--- src/rtl/ttt_pkg.sv ---
// Shared tic-tac-toe definitions: tile encoding, switch-to-tile map, move sequencer states.
package ttt_pkg;

    localparam int unsigned NUM_TILES = 9;

    localparam logic [1:0] EMPTY = 2'b00;
    localparam logic [1:0] P0    = 2'b01;
    localparam logic [1:0] P1    = 2'b10;

    localparam logic [3:0] MAX_MOVES = 4'd9;

    // Indexed by switch number; gives the tile that switch selects.
    localparam logic [3:0] SW_TO_TILE [NUM_TILES] = '{
        4'd2, 4'd1, 4'd0, 4'd5, 4'd4, 4'd3, 4'd8, 4'd7, 4'd6
    };

    // Switch numbers, highest priority first.
    localparam logic [3:0] SW_PRIORITY [NUM_TILES] = '{
        4'd6, 4'd7, 4'd8, 4'd3, 4'd4, 4'd5, 4'd0, 4'd1, 4'd2
    };

    typedef enum logic [1:0] {
        StIdle,
        StCheck,
        StCommit,
        StUndo
    } seq_state_e;

    typedef struct packed {
        logic       valid;
        logic [3:0] tile;
    } move_req_t;

    // Pick the single highest-priority rising switch; everything else is dropped.
    function automatic move_req_t select_move(input logic [NUM_TILES-1:0] rise);
        move_req_t req;
        req = '0;
        for (int i = NUM_TILES - 1; i >= 0; i--) begin
            if (rise[SW_PRIORITY[i]]) begin
                req.valid = 1'b1;
                req.tile  = SW_TO_TILE[SW_PRIORITY[i]];
            end
        end
        return req;
    endfunction

    function automatic logic [NUM_TILES-1:0] tile_onehot(input logic [3:0] tile);
        return NUM_TILES'(1) << tile;
    endfunction

endpackage

--- src/rtl/switch_debounce.sv ---
// Two-flop synchronizer plus whole-vector debounce; emits one-cycle pulses on accepted rises.
module switch_debounce #(
    parameter int unsigned WIDTH           = 9,
    parameter int unsigned DEBOUNCE_CYCLES = 1000000
) (
    input  logic             clk,
    input  logic             reset,
    input  logic [WIDTH-1:0] raw,
    output logic [WIDTH-1:0] rise
);

    localparam int unsigned CntWidth = $clog2(DEBOUNCE_CYCLES + 1);
    localparam logic [CntWidth-1:0] CntMax = CntWidth'(DEBOUNCE_CYCLES - 1);

    logic [WIDTH-1:0]    sync1_q;
    logic [WIDTH-1:0]    sync2_q;
    logic [WIDTH-1:0]    last_q;
    logic [WIDTH-1:0]    deb_q;
    logic [WIDTH-1:0]    rise_q;
    logic [CntWidth-1:0] cnt_q;
    logic                primed_q;
    logic                stable;
    logic                accept;

    always_comb begin
        stable = (sync2_q == last_q);
        accept = stable && (cnt_q == CntMax);
    end

    always_ff @(posedge clk or posedge reset) begin
        if (reset) begin
            sync1_q  <= '0;
            sync2_q  <= '0;
            last_q   <= '0;
            deb_q    <= '0;
            rise_q   <= '0;
            cnt_q    <= '0;
            primed_q <= 1'b0;
        end else begin
            sync1_q <= raw;
            sync2_q <= sync1_q;
            rise_q  <= '0;
            if (!stable) begin
                last_q <= sync2_q;
                cnt_q  <= '0;
            end else if (accept) begin
                // The first pattern accepted after reset only establishes the baseline.
                deb_q    <= last_q;
                primed_q <= 1'b1;
                if (primed_q) begin
                    rise_q <= last_q & ~deb_q;
                end
            end else begin
                cnt_q <= cnt_q + CntWidth'(1);
            end
        end
    end

    assign rise = rise_q;

endmodule

--- src/rtl/move_sequencer.sv ---
// Turns debounced switch rises and undo requests into tile select/clear pulses with turn tracking.
module move_sequencer
    import ttt_pkg::*;
#(
    parameter int unsigned DEBOUNCE_CYCLES = 1000000
) (
    input  logic                 clk,
    input  logic                 reset,
    input  logic [NUM_TILES-1:0] input_switches,
    input  logic                 undo_req,
    input  logic [17:0]          tiles,
    input  logic                 game_over,
    output logic [NUM_TILES-1:0] player_move,
    output logic [NUM_TILES-1:0] clear_tile,
    output logic                 current_turn,
    output logic [3:0]           move_count,
    output logic                 illegal
);

    logic [NUM_TILES-1:0] rise;

    switch_debounce #(
        .WIDTH          (NUM_TILES),
        .DEBOUNCE_CYCLES(DEBOUNCE_CYCLES)
    ) u_debounce (
        .clk  (clk),
        .reset(reset),
        .raw  (input_switches),
        .rise (rise)
    );

    seq_state_e state_q, state_d;
    logic [3:0] tile_q, tile_d;
    logic       turn_q, turn_d;
    logic [3:0] count_q, count_d;
    logic       illegal_q, illegal_d;
    logic       push;
    logic [3:0] stack_q [NUM_TILES];
    move_req_t  req;
    logic [1:0] tile_state;

    always_comb begin
        state_d     = state_q;
        tile_d      = tile_q;
        turn_d      = turn_q;
        count_d     = count_q;
        illegal_d   = 1'b0;
        push        = 1'b0;
        player_move = '0;
        clear_tile  = '0;
        req         = select_move(rise);
        tile_state  = tiles[{tile_q, 1'b0} +: 2];

        unique case (state_q)
            StIdle: begin
                // Undo wins over a coincident edge; the edge is simply lost.
                if (undo_req && (count_q != 4'd0)) begin
                    state_d = StUndo;
                    tile_d  = stack_q[count_q - 4'd1];
                end else if (req.valid) begin
                    state_d = StCheck;
                    tile_d  = req.tile;
                end
            end
            StCheck: begin
                if ((tile_state == EMPTY) && !game_over && (count_q != MAX_MOVES)) begin
                    state_d = StCommit;
                end else begin
                    illegal_d = 1'b1;
                    state_d   = StIdle;
                end
            end
            StCommit: begin
                player_move = tile_onehot(tile_q);
                turn_d      = ~turn_q;
                count_d     = count_q + 4'd1;
                push        = 1'b1;
                state_d     = StIdle;
            end
            StUndo: begin
                clear_tile = tile_onehot(tile_q);
                turn_d     = ~turn_q;
                count_d    = count_q - 4'd1;
                state_d    = StIdle;
            end
            default: state_d = StIdle;
        endcase
    end

    always_ff @(posedge clk or posedge reset) begin
        if (reset) begin
            state_q   <= StIdle;
            tile_q    <= '0;
            turn_q    <= 1'b0;
            count_q   <= '0;
            illegal_q <= 1'b0;
        end else begin
            state_q   <= state_d;
            tile_q    <= tile_d;
            turn_q    <= turn_d;
            count_q   <= count_d;
            illegal_q <= illegal_d;
        end
    end

    // move_count doubles as the stack pointer.
    always_ff @(posedge clk or posedge reset) begin
        if (reset) begin
            for (int i = 0; i < NUM_TILES; i++) begin
                stack_q[i] <= '0;
            end
        end else if (push) begin
            stack_q[count_q] <= tile_q;
        end
    end

    assign current_turn = turn_q;
    assign move_count   = count_q;
    assign illegal      = illegal_q;

endmodule

--- config.mk ---
export PLATFORM = sky130hd
export DESIGN_NAME = move_sequencer
export DESIGN_NICKNAME = d
export VERILOG_FILES = /design/src/rtl/ttt_pkg.sv /design/src/rtl/switch_debounce.sv /design/src/rtl/move_sequencer.sv
export SDC_FILE = /design/constraint.sdc
export NUM_CORES = 1
export LEC_CHECK = 0
export ABC_CLOCK_PERIOD_IN_PS = 6100
export CAP_MARGIN = 20
export CORE_ASPECT_RATIO = 1.25
export CORE_MARGIN = 5
export CORE_UTILIZATION = 50
export CTS_CLUSTER_SIZE = 24
export DETAILED_ROUTE_END_ITERATION = 10
export HOLD_SLACK_MARGIN = 0.03
export PLACE_DENSITY = 0.72
export SYNTH_ARGS = -nofsm -noshare
export SYNTH_HDL_FRONTEND = slang
export SYNTH_HIERARCHICAL = 1
export SYNTH_SLANG_ARGS = --single-unit
--- constraint.sdc ---
create_clock -name clk -period 6.1 [get_ports clk]
set_input_delay 1.22 -clock clk [delete_from_list [all_inputs] [get_ports clk]]
set_output_delay 1.22 -clock clk [all_outputs]
set_load 0.005 [all_outputs]
==> results.cfg <==
[detailed_routing]
wire_per_inst_um = 15.7
routed_wl_um = 10400
drcViolationCount = 0
drt_iter0_markers = 125
first_pass_iters = 4
ant_nets = 0
viasPerCell = 5.56
num_vias = 3689

[timing]
finalHoldViolations = 0
fin_setup_tns_ns = 0
fin_crit_ns = 3.38
max_clock_freq_ghz = 0.296
finalMaxSlewViolations = 0
rsz0062_at_grt = no
clock_skew_ns = 0.00654
slew_headroom_pct = 47.6
post-route-period-util_pct = 55.4
worstMarginPinSlew_ns = 0.787
setup_viol = 0

[hold_path]
min-delay-start = u_debounce/sync1_q[3]
hold_class = flop to flop

[critical_path]
crit_chain = nor2b_1 > nand3_1 > nor2_1 > clkdlybuf4s50_1
crit_path_top_delay_cell = dfrtp_1
setup.worst_path.start_class = flop
regToRegSetupSlack_ns = 3.21
cp-startpoint = state_q[1]
path_max_fanout = 14
cp_top_family = simple AND/OR/NAND/NOR gates
crit_type = flop to output port
regToRegStartpoint = move_count[0]
crit_buf_inv = 1
critPathArrivalTime_ns = 2.16
cp_data_required_time_ns = 4.88
cp-end-kind = output port
max_stage_delay_ns = 0.58

[yosys]
syn_inst = 474
ys_types = 65
syn_area_per_cell_um2 = 11.1
synth_top_family_by_area = simple AND/OR/NAND/NOR gates
ys.flop_type = dfrtp_1
synth_xor_area_share_pct = 4.17
synth_async_sr_flop_share_pct = 100
synthMuxAreaShare_pct = 10.2
syn_area_um2 = 5280
yosys_warnings = 6
synth_nets = 510
synth_compound_area_share_pct = 8.46
yosysSeqAreaShare_pct = 54.1
synth_edf_count = 0
synth_simple_gate_area_share_pct = 18.1
synthAdderAreaFrac_pct = 1.19
yosys_register_bits = 114

[clocking]
ctsResizeCount = 0
ctsHoldBuffers = 0
cts_setup_buffers = 0
cts-root-buf = clkbuf_16
clkLatencyLatePin_ns = 0.40
numCtsBuffers = 17
clk_pin_slew_ns = 0.06
clockBufferDepth = 2
cts_sinks = 114
cts_tree = built
cts_max_level = 4

[die]
core_region_area_um2 = 10500
die_w_um = 102
io_pins = 55
fp.dieArea_um2 = 12700
die-height_um = 125
rows = 42
initial_core_util_pct = 50.5

[place]
portBuffers = 54
place_inst = 630
gp_congestion = 0.830
hpwlAfterDp_um = 7340

[power_and_ir_drop]
ir_drop_v = 0.000320
p_leak_nw = 2.69
p_per_area_nw_per_um2 = 419

[grt]
grt_usage_pct = 17.9
antenna_found_initial = 0
grt_overflow = 0
grt_pass1_wl_um = 18200
grt_max_degree = 67
grt_pass1_vias = 3809

[cells_and_area]
layout-drive-gt1-share_pct = 14.9
antenna_cells = 0
stdcell_count = 663
multiInputGateArea_um2 = 2230
fillers = 823
ff_latch_area_um2 = 2850
syn2layout_area_growth_pct = 22.2
final_core_util_pct = 61.7
final_nets = 554

[job]
drv_cap = 0

[status]
outcome = finished, final reports clean
[routing by layer]
layer  vias to the layer above  GRT usage (%)  wire length, um
met1                      1797           21.7             4260
met4                         0           6.25              184
met3                        17           5.04              499
li1                       1784              -                -
met5                         -              0                0
met2                        91           30.3             5440
[Yosys cell counts, types with 10 or more instances]
master	number	area [um2]
mux2_2	19	214
xor2_1	13	114
nor2_1	40	150
o21ai_0	29	145
dfrtp_1	114	2850
nor4_1	13	81.3
clkbuf_1	21	78.8
nor3_1	10	50.1
a21oi_1	16	80.1
nand2_1	44	165
inv_1	12	45.0
nand2b_1	12	75.1
[cell families (layout without fill, tap and decap cells)]
logic type	after synthesis	count (layout)
compound gates	74	74
xor+xnor	23	23
flops	114	114
buf+inv	45	102
simple gates	174	174
fa+ha+maj	5	5
mux	39	39
[worst reg2reg max path, delay by kind of cell, from the launching register on]
family	cells	cell delay, ns
muxes	2	0.79
DFF	1	0.73
adders and majority gates	1	0.40
xor gates and xnor gates	1	0.40
AOI/OAI and AO/OA	2	0.24
buffers and inverters	1	0.22
[flip-flops by register name (all words and copies together), names as in the netlist]
name	count
current_turn	1
illegal	1
move_count	4
stack_q	36
state_q	2
tile_q	4
u_debounce/cnt_q	20
u_debounce/deb_q	9
u_debounce/last_q	9
u_debounce/primed_q	1
u_debounce/rise	9
u_debounce/sync1_q	9
u_debounce/sync2_q	9
[worst paths after layout]
| path | to | cells after the start |
|---|---|---|
| worst max-delay path | clear_tile[5] | 4 |
| worst min-delay path | u_debounce/sync2_q[3] | 0 |
| worst max register to register | tile_q[0] | 7 |
| worst min register to register | u_debounce/sync2_q[3] | 0 |
| max in group asynchronous | u_debounce/cnt_q[18] | 3 |
| min in group asynchronous | stack_q[1] | 3 |
[stage by stage]
stage                     power [W]  hold WS, ns  instance area (um2)  worst slack, ns
final                       0.00270        0.343                 6450             2.72
after global routing        0.00286        0.357                 6450             2.52
after CTS                   0.00273        0.348                 6440             2.71
after detailed placement    0.00177        0.335                 5850             3.09
after global placement      0.00174        0.333                 5850             3.14
after floorplan             0.00156        0.331                 5280             3.23
[layout make-up]
cell class | count | share of cell area, %
multi-input combinational | 315 | 34.5
sequential | 114 | 44.2
inverter | 13 | 0.756
timing repair buffer | 57 | 8.84
tap | 132 | 2.56
clock buffer | 18 | 6.65
clock inverter | 14 | 2.44
[report_power, final]
| part | leakage, nW | internal (W) | switching, W |
|---|---|---|---|
| Clock | 0.266 | 0.000605 | 0.000352 |
| Combinational | 0.932 | 0.000361 | 0.000320 |
| Sequential | 1.49 | 0.000899 | 0.000167 |
| Total | 2.69 | 0.00187 | 0.000839 |
[cells in the final DEF (no fill, tap or decap), types with 5 or more instances in the layout]
| master | instances |
|---|---|
| nor4_1 | 13 |
| xnor2_1 | 9 |
| mux2_1 | 9 |
| clkinvlp_4 | 6 |
| nand3_1 | 9 |
| or3_2 | 5 |
| a211oi_1 | 5 |
| xor2_1 | 13 |
| o21ai_0 | 29 |
| clkdlybuf4s50_1 | 54 |
| nor2_1 | 40 |
| a31oi_1 | 5 |
| a21oi_1 | 16 |
| nand2b_1 | 12 |
| or4_1 | 5 |
| ha_1 | 5 |
| nand2_1 | 44 |
| clkbuf_16 | 17 |
| dfrtp_1 | 114 |
| inv_1 | 10 |
| mux2_2 | 19 |
| nor3_1 | 10 |
(Power assumes the default switching activity.)
